$ cat src/rtl/mem_arbiter_if.sv
// Bus bundle for mem_arbiter: I-side client, D-side client and the shared RAM port.
// slave  = arbiter side, master = the clients and the RAM surrounding it.
interface mem_arbiter_if;
    // I-side (read-only) client
    logic        i_req;
    logic [13:0] i_addr;
    logic        i_ack;
    logic        i_err;
    logic [31:0] i_rdata;
    // D-side (read/write) client
    logic        d_req;
    logic        d_wen;
    logic [13:0] d_addr;
    logic [31:0] d_wdata;
    logic        d_ack;
    logic        d_err;
    logic [31:0] d_rdata;
    // Shared RAM port (ramstate_t: 0 FREE, 1 BUSY, 2 ACCESS, 3 ERROR)
    logic        ram_ren;
    logic        ram_wen;
    logic [15:0] ram_addr;
    logic [31:0] ram_store;
    logic [31:0] ram_load;
    logic [1:0]  ram_state;

    modport slave (
        input  i_req, i_addr, d_req, d_wen, d_addr, d_wdata, ram_load, ram_state,
        output i_ack, i_err, i_rdata, d_ack, d_err, d_rdata,
               ram_ren, ram_wen, ram_addr, ram_store
    );

    modport master (
        output i_req, i_addr, d_req, d_wen, d_addr, d_wdata, ram_load, ram_state,
        input  i_ack, i_err, i_rdata, d_ack, d_err, d_rdata,
               ram_ren, ram_wen, ram_addr, ram_store
    );
endinterface

$ cat src/rtl/mem_arbiter.sv
// mem_arbiter: shares one RAM port between the I-side fetch client and the D-side LSQ client.
// A grant is held until the RAM reports ACCESS/ERROR or the timeout counter expires; the
// winner then gets a one-cycle ack/err pulse with registered read data.
// Optional feature: define MEM_ARB_RR_EN for round-robin tie breaking (default: D-side priority).
module mem_arbiter #(
    parameter int TIMEOUT_CYCLES = 255
) (
    input  logic          CLK,
    input  logic          RST,
    mem_arbiter_if.slave  bus
);
    localparam logic [1:0] RS_ACCESS = 2'd2;
    localparam logic [1:0] RS_ERROR  = 2'd3;

    localparam int CNT_W = (TIMEOUT_CYCLES > 0) ? $clog2(TIMEOUT_CYCLES + 1) : 1;
    // Counter value during the last permitted FREE/BUSY grant cycle.
    localparam logic [CNT_W-1:0] CNT_LAST =
        (TIMEOUT_CYCLES == 0) ? '0 : CNT_W'(TIMEOUT_CYCLES - 1);

    typedef enum logic [1:0] {IDLE, GRANT_I, GRANT_D} state_t;

    state_t           state_q, state_d;
    logic [CNT_W-1:0] cnt_q, cnt_d;
    logic             last_d_q, last_d_d;     // 1 = last grant went to D-side
    logic             lat_wen_q, lat_wen_d;
    logic [13:0]      lat_addr_q, lat_addr_d;
    logic [31:0]      lat_wdata_q, lat_wdata_d;
    logic             i_ack_q, i_ack_d, i_err_q, i_err_d;
    logic             d_ack_q, d_ack_d, d_err_q, d_err_d;
    logic [31:0]      i_rdata_q, i_rdata_d, d_rdata_q, d_rdata_d;

    logic i_elig, d_elig, pick_i, pick_d, granted, is_d;

    // Arbitration, grant tracking, completion/timeout detection and response generation.
    always_comb begin
        state_d     = state_q;
        cnt_d       = cnt_q;
        last_d_d    = last_d_q;
        lat_wen_d   = lat_wen_q;
        lat_addr_d  = lat_addr_q;
        lat_wdata_d = lat_wdata_q;
        i_ack_d     = 1'b0;
        i_err_d     = 1'b0;
        d_ack_d     = 1'b0;
        d_err_d     = 1'b0;
        i_rdata_d   = '0;
        d_rdata_d   = '0;

        // A side being answered this cycle still holds req; mask it so it is not re-granted.
        i_elig = bus.i_req & ~(i_ack_q | i_err_q);
        d_elig = bus.d_req & ~(d_ack_q | d_err_q);
`ifdef MEM_ARB_RR_EN
        pick_d = d_elig & (~i_elig | ~last_d_q);
`else
        pick_d = d_elig;
`endif
        pick_i = i_elig & ~pick_d;
        is_d   = (state_q == GRANT_D);

        case (state_q)
            IDLE: begin
                cnt_d = '0;
                if (pick_d) begin
                    state_d     = GRANT_D;
                    last_d_d    = 1'b1;
                    lat_wen_d   = bus.d_wen;
                    lat_addr_d  = bus.d_addr;
                    lat_wdata_d = bus.d_wdata;
                end else if (pick_i) begin
                    state_d     = GRANT_I;
                    last_d_d    = 1'b0;
                    lat_wen_d   = 1'b0;
                    lat_addr_d  = bus.i_addr;
                    lat_wdata_d = '0;
                end
            end
            GRANT_I, GRANT_D: begin
                if (bus.ram_state == RS_ACCESS) begin
                    state_d = IDLE;
                    cnt_d   = '0;
                    if (is_d) begin
                        d_ack_d   = 1'b1;
                        d_rdata_d = lat_wen_q ? 32'd0 : bus.ram_load;
                    end else begin
                        i_ack_d   = 1'b1;
                        i_rdata_d = bus.ram_load;
                    end
                end else if (bus.ram_state == RS_ERROR) begin
                    state_d = IDLE;
                    cnt_d   = '0;
                    d_err_d = is_d;
                    i_err_d = ~is_d;
                end else begin
                    cnt_d = cnt_q + CNT_W'(1);
                    if ((TIMEOUT_CYCLES != 0) && (cnt_q == CNT_LAST)) begin
                        state_d = IDLE;
                        cnt_d   = '0;
                        d_err_d = is_d;
                        i_err_d = ~is_d;
                    end
                end
            end
            default: state_d = IDLE;
        endcase
    end

    // Control and response registers; reset returns to IDLE and drops any grant in flight.
    always_ff @(posedge CLK) begin
        if (RST) begin
            state_q   <= IDLE;
            cnt_q     <= '0;
            last_d_q  <= 1'b0;
            i_ack_q   <= 1'b0;
            i_err_q   <= 1'b0;
            d_ack_q   <= 1'b0;
            d_err_q   <= 1'b0;
            i_rdata_q <= '0;
            d_rdata_q <= '0;
        end else begin
            state_q   <= state_d;
            cnt_q     <= cnt_d;
            last_d_q  <= last_d_d;
            i_ack_q   <= i_ack_d;
            i_err_q   <= i_err_d;
            d_ack_q   <= d_ack_d;
            d_err_q   <= d_err_d;
            i_rdata_q <= i_rdata_d;
            d_rdata_q <= d_rdata_d;
        end
    end

    // Latched request fields; only observed while granted, so no reset needed.
    always_ff @(posedge CLK) begin
        lat_wen_q   <= lat_wen_d;
        lat_addr_q  <= lat_addr_d;
        lat_wdata_q <= lat_wdata_d;
    end

    // RAM port is driven only while a grant is held; all zero in IDLE.
    always_comb begin
        granted       = (state_q != IDLE);
        bus.ram_ren   = granted & ~lat_wen_q;
        bus.ram_wen   = granted & lat_wen_q;
        bus.ram_addr  = granted ? {lat_addr_q, 2'b00} : 16'd0;
        bus.ram_store = granted ? lat_wdata_q : 32'd0;
        bus.i_ack     = i_ack_q;
        bus.i_err     = i_err_q;
        bus.i_rdata   = i_rdata_q;
        bus.d_ack     = d_ack_q;
        bus.d_err     = d_err_q;
        bus.d_rdata   = d_rdata_q;
    end
endmodule

$ cat src/flat_wrapper.sv
// flat-port wrapper written by rule: the top's interface ports become plain ports
module mem_arbiter_flat 
#(
    parameter int TIMEOUT_CYCLES = 255
)
  (CLK, RST, bus_i_req, bus_i_addr, bus_d_req, bus_d_wen, bus_d_addr, bus_d_wdata, bus_ram_load, bus_ram_state, bus_i_ack, bus_i_err, bus_i_rdata, bus_d_ack, bus_d_err, bus_d_rdata, bus_ram_ren, bus_ram_wen, bus_ram_addr, bus_ram_store);
  mem_arbiter_if bus_i ();
  input  logic CLK;
  input  logic RST;
  input wire logic [$bits(bus_i.i_req)-1:0] bus_i_req;
  input wire logic [$bits(bus_i.i_addr)-1:0] bus_i_addr;
  input wire logic [$bits(bus_i.d_req)-1:0] bus_d_req;
  input wire logic [$bits(bus_i.d_wen)-1:0] bus_d_wen;
  input wire logic [$bits(bus_i.d_addr)-1:0] bus_d_addr;
  input wire logic [$bits(bus_i.d_wdata)-1:0] bus_d_wdata;
  input wire logic [$bits(bus_i.ram_load)-1:0] bus_ram_load;
  input wire logic [$bits(bus_i.ram_state)-1:0] bus_ram_state;
  output wire logic [$bits(bus_i.i_ack)-1:0] bus_i_ack;
  output wire logic [$bits(bus_i.i_err)-1:0] bus_i_err;
  output wire logic [$bits(bus_i.i_rdata)-1:0] bus_i_rdata;
  output wire logic [$bits(bus_i.d_ack)-1:0] bus_d_ack;
  output wire logic [$bits(bus_i.d_err)-1:0] bus_d_err;
  output wire logic [$bits(bus_i.d_rdata)-1:0] bus_d_rdata;
  output wire logic [$bits(bus_i.ram_ren)-1:0] bus_ram_ren;
  output wire logic [$bits(bus_i.ram_wen)-1:0] bus_ram_wen;
  output wire logic [$bits(bus_i.ram_addr)-1:0] bus_ram_addr;
  output wire logic [$bits(bus_i.ram_store)-1:0] bus_ram_store;
  assign bus_i.i_req = bus_i_req;
  assign bus_i.i_addr = bus_i_addr;
  assign bus_i.d_req = bus_d_req;
  assign bus_i.d_wen = bus_d_wen;
  assign bus_i.d_addr = bus_d_addr;
  assign bus_i.d_wdata = bus_d_wdata;
  assign bus_i.ram_load = bus_ram_load;
  assign bus_i.ram_state = bus_ram_state;
  assign bus_i_ack = bus_i.i_ack;
  assign bus_i_err = bus_i.i_err;
  assign bus_i_rdata = bus_i.i_rdata;
  assign bus_d_ack = bus_i.d_ack;
  assign bus_d_err = bus_i.d_err;
  assign bus_d_rdata = bus_i.d_rdata;
  assign bus_ram_ren = bus_i.ram_ren;
  assign bus_ram_wen = bus_i.ram_wen;
  assign bus_ram_addr = bus_i.ram_addr;
  assign bus_ram_store = bus_i.ram_store;
  mem_arbiter #(.TIMEOUT_CYCLES(TIMEOUT_CYCLES)) u_core (.CLK(CLK), .RST(RST), .bus(bus_i));
endmodule
$ cat config.mk
export PLATFORM = sky130hd
export DESIGN_NAME = mem_arbiter_flat
export DESIGN_NICKNAME = d
export VERILOG_FILES = /design/src/rtl/mem_arbiter_if.sv /design/src/rtl/mem_arbiter.sv /design/src/flat_wrapper.sv
export SDC_FILE = /design/constraint.sdc
export NUM_CORES = 1
export LEC_CHECK = 0
export BUFFER_PORTS_ARGS = -buffer_cell sky130_fd_sc_hd__buf_2
export CAP_MARGIN = 20
export CORE_MARGIN = 2
export CORE_UTILIZATION = 46
export DETAILED_ROUTE_END_ITERATION = 8
export GPL_TIMING_DRIVEN = 0
export PLACE_DENSITY_LB_ADDON = 0.12
export SKIP_LAST_GASP = 1
export SYNTH_ARGS = -nofsm -noshare
export SYNTH_HDL_FRONTEND = slang
export SYNTH_SLANG_ARGS = --single-unit
export TNS_END_PERCENT = 100
$ cat constraint.sdc
create_clock -name CLK -period 3.5 [get_ports CLK]
set_input_delay 0.7 -clock CLK [delete_from_list [all_inputs] [get_ports CLK]]
set_output_delay 0.7 -clock CLK [all_outputs]
set_load 0.05 [all_outputs]
==> run_results.csv <==
group,metric,value,unit
routing,first_iter_violations,141,
sta,min_period_over_period,0.7680,
logic_synthesis,ys_top_cells_by_area,"dfxtp_1 (34%), edfxtp_1 (31%), and2_1 (9.2%), nor2b_1 (6.9%), and3_1 (4.4%)",
sta,fmax,372.0,MHz
sta,maxSlewViolCount,0,
grt,grt_pass1_wl,16160,um
placed_design,dp_slack,1.186,ns
placed_design,dp_hpwl,7817,um
routing,vias,3346,
sta,fin_crit,2.688,ns
logic_synthesis,yosys.area_share.simple,0.2412,
floorplan,dieArea,0.01071,sq mm
logic_synthesis,netlist_instances,366,
clock_network,tritoncts,"yes",
floorplan,rows,36,
placed_design,port_buffers,214,
logic_synthesis,yosysUniqueCellTypes,34,
clock_network,cts-resized-gates,0,
logic_synthesis,ys_top_cells_by_count,"dfxtp_1 (78), and2_1 (67), nor2b_1 (50)",
clock_network,clock-sinks,125,
routing,drc_errors,0,
clock_network,ctsHoldBuffers,0,
clock_network,cts_made_buffers,17,
clock_network,cts-root-buf,"clkbuf_8",
floorplan,die_h,103.5,um
run,cap_violations,0,
worst_setup_path,worstPathMaxFanout,10,
power_and_ir_drop,p_leak,0.003181,uW
finish,nets,705,
finish,final_util,0.6660,
logic_synthesis,yosys.area_share.xor_xnor,0.01346,
floorplan,fp.dieW,103.5,um
placed_design,placed_area,0.005817,sq mm
worst_setup_path,crit_path_start_kind,"flop",
clock_network,cts_max_level,4,
logic_synthesis,synth_compound_area_frac,0.01319,
power_and_ir_drop,p_total,4356,uW
finish,fin_area,0.006450,sq mm
logic_synthesis,avgSynthCellArea,12.44,sq um
sta,final-hold-violation-count,0,
logic_synthesis,synth_edf_count,47,
logic_synthesis,syn-cell-area,0.004554,sq mm
worst_setup_path,worst-setup-path-type,"reg -> out",
logic_synthesis,synth_top_flop_cell,"dfxtp_1",
worst_setup_path,crit_path_end_kind,"primary output",
grt,antenna_found_initial,0,
sta,layout_setup_ws,0.8122,ns
sta,setup_violations,0,
logic_synthesis,seq_area_frac_synth,0.6527,
finish,area_growth,41.62,%
power_and_ir_drop,vdd_drop_max,322.2,uV
logic_synthesis,synth_most_common_cell,"dfxtp_1",
routing,wire_per_inst,13.72,um
finish,fillers,779,
routing,wl,10250,um
finish,layout-drive-gt1-share,0.4463,
logic_synthesis,synth_warnings,0,
power_and_ir_drop,p_per_area,675.3,mW/mm^2
clock_network,post_cts_buffers,0,
worst_hold_path,worst_hold_path_type,"in -> reg",
clock_network,clockBufferDepth,2,
routing,dr.pass1.iters,6,
floorplan,ios,217,
sta,rsz0062_at_grt,"false",
placed_design,place.gp.congestion,0.8117,
worst_setup_path,required,2.80,ns
logic_synthesis,yosysTopAreaCell,"dfxtp_1",
floorplan,core_area,0.009684,sq mm
grt,grt.overflow.total,0,
logic_synthesis,synthAdderAreaFrac,0.01374,
clock_network,clk_pin_slew,0.06,ns
worst_setup_path,arrival,1.99,ns
grt,grt_pass1_vias,3259,
logic_synthesis,netlist.area_leader.share,0.3429,
floorplan,initial_core_util,0.4703,
logic_synthesis,synth_mux_area_frac,0.03462,
routing,ant_nets,0,
logic_synthesis,postSynth.asyncResetShare,0,
logic_synthesis,synth_seq_cells,125,
sta,fin_setup_tns,0,ns
grt,grt_max_degree,31,
status,outcome,"completed",
sta,finClkSkew,0.008063,ns
routing,vias_per_cell,4.479,
finish,n_antenna_cell,0,
logic_synthesis,synth_top_family_by_area,"simple AND/OR/NAND/NOR gates",
grt,track_usage,0.1947,
clock_network,clkLatencyLatePin,0.50,ns
[critical path, stage by stage (launching register included)]
cell and delay [ns]:
dfxtp_1 0.36, inv_1 0.08, ha_1 0.31, clkbuf_1 0.27, nor2b_1 0.19, buf_2 0.28
[power by group]
group	internal, uW	switching (uW)	leakage [uW]	total (uW)
Combinational	220	601	0.00176	821
Sequential	1650	27.2	0.00110	1680
Clock	1180	673	0.000313	1860
Total	3050	1300	0.00318	4360
[cells in the final DEF, fill, tap and decap left out, types with 2 or more instances in the layout]
master / netlist / routed
a21o_1: 2 / 2
a21oi_1: 2 / 2
and2_1: 67 / 66
and3_1: 32 / 32
buf_2: 2 / 216
buf_4: 2 / 2
buf_6: 3 / 3
bufinv_16: 0 / 4
clkbuf_1: 14 / 14
clkbuf_16: 0 / 16
clkinv_4: 0 / 2
conb_1: 1 / 2
dfxtp_1: 78 / 78
edfxtp_1: 47 / 47
ha_1: 5 / 5
inv_1: 7 / 7
inv_6: 0 / 6
inv_8: 0 / 2
mux2_2: 14 / 14
nand2_1: 2 / 2
nand3_1: 2 / 2
nand4_1: 2 / 2
nor2_1: 13 / 13
nor2b_1: 50 / 50
o31ai_1: 2 / 2
xnor2_1: 2 / 2
xor2_1: 5 / 5
[worst paths after layout]
| kind | end | slack [ns] | startpoint | cells past startpoint |
|---|---|---|---|---|
| min | u_core.bus.d_rdata[9] | 0.41 | bus_ram_load[9] | 2 |
| max reg2reg | u_core.lat_wdata_q[30] | 1.27 | u_core.state_q[0] | 5 |
| max | bus_ram_addr[12] | 0.81 | u_core.state_q[0] | 5 |
| min reg2reg | u_core.state_q[1] | 0.52 | u_core.state_q[1] | 2 |
[routing by layer]
metal / share of wire / wire length, um / global-route usage
met1: 0.40 / 4066 / 0.2163
met3: 0.063 / 641 / 0.06860
met4: 0.019 / 192 / 0.07143
met5: 0 / 0 / 0
met2: 0.52 / 5348 / 0.3444
[cell families after synthesis]
kind of cell / after synthesis
flops: 125
simple gates: 177
compound gates: 9
buf+inv: 28
fa+ha+maj: 5
other cells: 1
mux: 14
xor+xnor: 7
[state kept, by name, indices dropped and copies added (netlist names), 2 cells and up]
name	flops
u_core.bus.d_rdata	32
u_core.bus.i_rdata	32
u_core.cnt_q	8
u_core.lat_addr_q	14
u_core.lat_wdata_q	32
u_core.state_q	2
[through the flow]
stage / instances / hold slack, ns
finish: 747 / 0.4087
global route: 747 / 0.3748
global placement: 714 / 0.4971
floorplan: 367 / 0.4787
CTS: 747 / 0.3807
detailed placement: 715 / 0.5103
[area by class of cell]
cell class,count,area [sq um],share of cell area
buffer,21,111.4,0.01726
sequential,125,2973,0.4609
clock buffer,17,414.1,0.06421
inverter,7,26.28,0.004074
timing repair buffer,215,1091,0.1692
tap,133,166.4,0.02580
multi-input combinational,214,1449,0.2246
clock inverter,15,219.0,0.03395
(Power assumes the default switching activity.)
